[src/rtl/grid_sprite_renderer.sv]
// rtl/grid_sprite_renderer.sv - 3-stage object-grid sprite renderer (cell lookup, sprite fetch, pixel out)
// Optional tile-border cursor outline enabled by defining GRID_CURSOR_EN.
module grid_sprite_renderer #(
    parameter int                            GRID_COLS    = 8,
    parameter int                            GRID_ROWS    = 8,
    parameter int                            TILE_LOG2    = 5,
    parameter int                            ORIGIN_X     = 112,
    parameter int                            ORIGIN_Y     = 112,
    parameter int                            STATE_W      = 4,
    parameter logic [(1 << STATE_W)-1:0]     ANIM_MASK    = 16'h0300,
    parameter int                            ANIM_DIV     = 15,
    parameter logic [11:0]                   CURSOR_COLOR = 12'hFFF
) (
    input  logic                                    clk_in,
    input  logic                                    rst_n_in,
    input  logic [10:0]                             hcount_in,
    input  logic [9:0]                              vcount_in,
    input  logic                                    frame_tick_in,
    output logic [$clog2(GRID_COLS*GRID_ROWS)-1:0]  cell_addr_out,
    input  logic [STATE_W-1:0]                      cell_state_in,
    output logic [STATE_W+2*TILE_LOG2:0]            sprite_addr_out,
    input  logic [11:0]                             sprite_data_in,
    output logic [11:0]                             pixel_out,
    output logic                                    pixel_valid_out
`ifdef GRID_CURSOR_EN
    ,
    input  logic [$clog2(GRID_COLS)-1:0]            cursor_col_in,
    input  logic [$clog2(GRID_ROWS)-1:0]            cursor_row_in
`endif
);

    localparam int ADDR_W    = $clog2(GRID_COLS*GRID_ROWS);
    localparam int SPR_W     = STATE_W + 1 + 2*TILE_LOG2;
    localparam int GRID_W_PX = GRID_COLS << TILE_LOG2;
    localparam int GRID_H_PX = GRID_ROWS << TILE_LOG2;
    localparam int CNT_W     = $clog2(ANIM_DIV + 1);

    logic [10:0]          dx, dy, col, row;
    logic                 in_grid;
    logic                 frame_sel;

    logic [ADDR_W-1:0]    cell_addr_d, cell_addr_q;
    logic                 in_grid_s1_d, in_grid_s1_q;
    logic [TILE_LOG2-1:0] row_off_s1_d, row_off_s1_q;
    logic [TILE_LOG2-1:0] col_off_s1_d, col_off_s1_q;
    logic [SPR_W-1:0]     sprite_addr_d, sprite_addr_q;
    logic                 in_grid_s2_d, in_grid_s2_q;
    logic                 occupied_s2_d, occupied_s2_q;
    logic [11:0]          pixel_d, pixel_q;
    logic                 pixel_valid_d, pixel_valid_q;
    logic [CNT_W-1:0]     anim_cnt_d, anim_cnt_q;
    logic                 anim_frame_d, anim_frame_q;
`ifdef GRID_CURSOR_EN
    logic                 cursor_s1_d, cursor_s1_q;
    logic                 cursor_s2_d, cursor_s2_q;
`endif

    always_comb begin
        // S0: the explicit >= compares stop beam positions left of/above the grid aliasing via wrap
        dx = hcount_in - 11'(ORIGIN_X);
        dy = {1'b0, vcount_in} - 11'(ORIGIN_Y);
        in_grid = (32'(hcount_in) >= ORIGIN_X) && (32'(dx) < GRID_W_PX) &&
                  (32'(vcount_in) >= ORIGIN_Y) && (32'(dy) < GRID_H_PX);
        col = dx >> TILE_LOG2;
        row = dy >> TILE_LOG2;
        cell_addr_d  = in_grid ? ADDR_W'(32'(row) * GRID_COLS + 32'(col)) : '0;
        in_grid_s1_d = in_grid;
        row_off_s1_d = dy[TILE_LOG2-1:0];
        col_off_s1_d = dx[TILE_LOG2-1:0];

        // S1
        frame_sel     = anim_frame_q & ANIM_MASK[cell_state_in];
        sprite_addr_d = {cell_state_in, frame_sel, row_off_s1_q, col_off_s1_q};
        in_grid_s2_d  = in_grid_s1_q;
        occupied_s2_d = (cell_state_in != '0);

        // S2: a zero texel is transparent, so it naturally yields pixel 0
        pixel_d = (in_grid_s2_q && occupied_s2_q) ? sprite_data_in : 12'h000;
`ifdef GRID_CURSOR_EN
        cursor_s1_d = in_grid &&
                      (col[$clog2(GRID_COLS)-1:0] == cursor_col_in) &&
                      (row[$clog2(GRID_ROWS)-1:0] == cursor_row_in) &&
                      ((dx[TILE_LOG2-1:0] == '0) || (dx[TILE_LOG2-1:0] == '1) ||
                       (dy[TILE_LOG2-1:0] == '0) || (dy[TILE_LOG2-1:0] == '1));
        cursor_s2_d = cursor_s1_q;
        if (cursor_s2_q) begin
            pixel_d = CURSOR_COLOR;
        end
`endif
        pixel_valid_d = (pixel_d != 12'h000);

        anim_cnt_d   = anim_cnt_q;
        anim_frame_d = anim_frame_q;
        if (frame_tick_in) begin
            if (anim_cnt_q == CNT_W'(ANIM_DIV - 1)) begin
                anim_cnt_d   = '0;
                anim_frame_d = ~anim_frame_q;
            end else begin
                anim_cnt_d = anim_cnt_q + 1'b1;
            end
        end
    end

    always_ff @(posedge clk_in or negedge rst_n_in) begin
        if (!rst_n_in) begin
            cell_addr_q   <= '0;
            in_grid_s1_q  <= 1'b0;
            row_off_s1_q  <= '0;
            col_off_s1_q  <= '0;
            sprite_addr_q <= '0;
            in_grid_s2_q  <= 1'b0;
            occupied_s2_q <= 1'b0;
            pixel_q       <= '0;
            pixel_valid_q <= 1'b0;
            anim_cnt_q    <= '0;
            anim_frame_q  <= 1'b0;
`ifdef GRID_CURSOR_EN
            cursor_s1_q   <= 1'b0;
            cursor_s2_q   <= 1'b0;
`endif
        end else begin
            cell_addr_q   <= cell_addr_d;
            in_grid_s1_q  <= in_grid_s1_d;
            row_off_s1_q  <= row_off_s1_d;
            col_off_s1_q  <= col_off_s1_d;
            sprite_addr_q <= sprite_addr_d;
            in_grid_s2_q  <= in_grid_s2_d;
            occupied_s2_q <= occupied_s2_d;
            pixel_q       <= pixel_d;
            pixel_valid_q <= pixel_valid_d;
            anim_cnt_q    <= anim_cnt_d;
            anim_frame_q  <= anim_frame_d;
`ifdef GRID_CURSOR_EN
            cursor_s1_q   <= cursor_s1_d;
            cursor_s2_q   <= cursor_s2_d;
`endif
        end
    end

    assign cell_addr_out   = cell_addr_q;
    assign sprite_addr_out = sprite_addr_q;
    assign pixel_out       = pixel_q;
    assign pixel_valid_out = pixel_valid_q;

endmodule

[config.mk]
export PLATFORM = sky130hd
export DESIGN_NAME = grid_sprite_renderer
export DESIGN_NICKNAME = d
export VERILOG_FILES = /design/src/rtl/grid_sprite_renderer.sv
export SDC_FILE = /design/constraint.sdc
export NUM_CORES = 1
export LEC_CHECK = 0
export CORE_ASPECT_RATIO = 1.5
export CORE_MARGIN = 3
export CORE_UTILIZATION = 46
export DETAILED_ROUTE_END_ITERATION = 8
export PLACE_DENSITY = 0.85
export SYNTH_ARGS = -nofsm -noshare
export SYNTH_HDL_FRONTEND = slang
export SYNTH_SLANG_ARGS = --single-unit
[constraint.sdc]
create_clock -name clk_in -period 1.8 [get_ports clk_in]
set_input_delay 0.27 -clock clk_in [delete_from_list [all_inputs] [get_ports clk_in]]
set_output_delay 0.27 -clock clk_in [all_outputs]
set_load 0.02 [all_outputs]
==> run_results.csv <==
group,metric,value,unit
grt,grt_pass1_wl,6.637,mm
cells_and_area,antenna_cells,0,
clock_tree,cts_tree,"built",
timing,setup_viol,0,
worst_setup_path,start_kind,"input pin",
floorplan,die_x,57.79,um
clock_tree,clockBufferDepth,2,
timing,final-hold-violation-count,0,
synth,netlist_instances,129,
route,via_per_inst,5.108,
timing,tightest_slew,464.6,ps
clock_tree,cts_buffers,5,
timing,rsz0062_at_grt,"false",
synth,synth_warnings,0,
grt,antenna_found_initial,0,
power_and_ir_drop,power_switching_share,0.2464,
synth,synth-seq-area-share,0.7032,
grt,track_usage,0.1849,
synth,avgSynthCellArea,14.35,um^2
synth,syn_area,1851,um^2
synth,synth_cell_types,26,
synth,synthXorXnorAreaFrac,0.06018,
clock_tree,htree_num_levels,2,
timing,fin_crit,1724,ps
cells_and_area,design_area,2897,um^2
placement,io_buffer_count,73,
timing,max_slew_margin,0.6903,
floorplan,core_area,3784,um^2
power_and_ir_drop,p_comb_frac,0.173,
power_and_ir_drop,p_leak,1.311,nW
synth,synth.area.mux_share,0.006085,
synth,synth-edff-count,0,
floorplan,die_height,83.68,um
worst_setup_path,crit_arrival,1900,ps
clock_tree,clkSinkCount,52,
synth,synth_compound_area_frac,0.04936,
cells_and_area,nFillCells,246,
cells_and_area,drive_gt1_frac,0.2080,
timing,clock_skew,9.261,ps
synth,synth_fa_ha_area_frac,0.03110,
worst_setup_path,r2r_setup_slack,820,ps
grt,grt-ovfl-total,0,
worst_setup_path,crit_path_end_kind,"register",
floorplan,dieArea,4835,um^2
synth,synthFlopType,"dfrtp_1",
synth,yosysMostFrequentCell,"dfrtp_1",
power_and_ir_drop,p_per_area,891.1,nW/um^2
flow_run,cap_violations,0,
route,drtIter0Drc,38,
placement,place_hpwl,3.237,mm
synth,synth_nets,173,
route,postRouteWirelength,4.102,mm
floorplan,initial_utilization,0.4891,
route,drtPass1Iterations,4,
placement,place_area,2751,um^2
clock_tree,insertion_delay,300,ps
clock_tree,cts.clk_slew.worst_paths,80,ps
synth,yosys-top-cells-count,"52 x dfrtp_1, 12 x and3_1, 8 x xnor2_1",
synth,synth.top_cells.by_area,"dfrtp_1 70%, and3_1 4.1%, xnor2_1 3.8%, nor3_2 2.2%, ha_1 2.0%",
route,final_antenna_net_count,0,
clock_tree,root_buffer,"clkbuf_8",
cells_and_area,syn_to_final_growth,56.52,%
cells_and_area,ff_latch_area,1301,um^2
worst_setup_path,worstSetupPathType,"input pin to register",
cells_and_area,multi_input_area,554.3,um^2
synth,synth-async-reset-ratio,1.000,
synth,yosys.area_share.simple,0.1359,
floorplan,num_rows,27,
grt,grt_max_degree,23,
hold_path,hold_path.class,"input pin to register",
cells_and_area,nets,269,
placement,gp_congestion,0.8193,
timing,max_freq,580.0,MHz
power_and_ir_drop,p_clk_frac,0.310,
route,wl_per_cell,15.25,um
floorplan,io_pins,74,
power_and_ir_drop,power,2.581,mW
synth,yosysTopAreaCell,"dfrtp_1",
route,post-route-drc-count,0,
power_and_ir_drop,p_int,1.945,mW
power_and_ir_drop,ir_drop,0.7274,mV
synth,yosysTopAreaCellShare,0.7032,
grt,grt_pass1_vias,1420,
timing,fin_crit_sh,0.9578,
synth,ys_ff_latch,52,
worst_setup_path,critPathRequiredTime,1980,ps
route,vias,1374,
timing,finalMaxSlewViolations,0,
power_and_ir_drop,p_seq_frac,0.516,
power_and_ir_drop,p_switching,0.6360,mW
worst_setup_path,critPathMaxFanout,3,
synth,synth_top_family_by_area,"simple AND/OR/NAND/NOR gates",
status,outcome,"complete, no violations",
-- layer usage --
metal | track usage | wire length, um
met1 | 0.1885 | 1410
met2 | 0.3333 | 2275
met3 | 0.05882 | 327
met4 | 0.07806 | 88
met5 | 0 | 0
-- worst max-delay path, cell delays in order --
cell	delay, ps
dlygate4sd2_1	280
a21oi_2	190
xnor2_2	100
inv_1	90
ha_2	190
inv_2	40
fa_2	350
xnor2_2	150
xnor2_1	190
nor3_2	60
-- sequential cells by signal (all words and copies together), names as in the netlist --
name / count
sprite_addr_out: 15
pixel_out: 12
cell_addr_out: 6
col_off_s1_q: 5
row_off_s1_q: 5
anim_cnt_q: 4
anim_frame_q: 1
in_grid_s1_q: 1
in_grid_s2_q: 1
occupied_s2_q: 1
pixel_valid_out: 1
-- cell families (layout without fill, tap and decap cells) --
group	Yosys count	after routing
XOR/XNOR	11	11
multiplexers	1	1
AND/OR/NAND/NOR	41	41
adder cells (fa/ha/maj)	4	4
flip-flops	52	52
buffers and inverters	7	104
AO/OA/AOI/OAI	13	13
-- layout make-up --
class / count / area share
Clock buffer: 6 / 0.02851
Multi-Input combinational cell: 70 / 0.1914
Clock inverter: 2 / 0.01339
Inverter: 5 / 0.006479
Tap cell: 43 / 0.01857
Sequential cell: 52 / 0.4492
Timing Repair Buffer: 91 / 0.2924
-- metrics by stage --
stage	hold slack (ps)	util	cells	setup TNS, ps	setup slack, ps
after CTS	348.8	0.7682	269	0	12.97
after global placement	231.7	0.7272	259	-2152	-425.8
after global routing	258.0	0.7655	269	0	38.03
after floorplan	-25.59	-	129	0	20.10
final	273.1	0.7655	269	0	75.92
after detailed placement	244.4	0.7272	259	-2703	-515.3
-- timing repair --
action / 4_1_cts / 5_1_grt
setup buffers: 1 / 0
endpoints found under the hold margin: 20 / 0
setup endpoints to repair: 6 / 1
pin swaps: 8 / 6
hold buffers: 1 / 0
gates resized for setup: 13 / 2
-- power groups by stage --
stage	clock network, mW	logic, mW	registers, mW
floorplan	0	0.161	1.37
global placement	0	0.413	1.34
detailed placement	0	0.438	1.35
CTS	0.824	0.451	1.33
global route	0.872	0.488	1.34
finish	0.801	0.447	1.33
-- layout by cell type (no fill, tap or decap), types with 2 or more instances in the layout --
master and instances:
and3_1 12, a21oi_1 2, clkbuf_8 6, nor4_1 3, nor3_2 4, clkbuf_2 2, o21ai_1 5, xnor2_2 3
inv_1 4, nor2_1 2, nand3_1 6, clkdlybuf4s50_1 65, nor3_1 2, a31oi_1 2, dlygate4sd2_1 5, nor2_2 2
dfrtp_1 52, buf_4 17, nand2_1 7, ha_2 2, xnor2_1 7
-- worst paths after layout --
path                                 endpoint  cells past startpoint       startpoint
setup / recovery             cell_addr_out[5]                     10     hcount_in[6]
hold / removal                col_off_s1_q[4]                      3     hcount_in[4]
setup reg to reg                 anim_frame_q                      3    anim_cnt_q[1]
hold reg to reg            sprite_addr_out[3]                      0  col_off_s1_q[3]
max in group asynchronous     col_off_s1_q[4]                      3         rst_n_in
min in group asynchronous        pixel_out[0]                      2         rst_n_in
No activity file was read; power rests on OpenSTA's default activity.
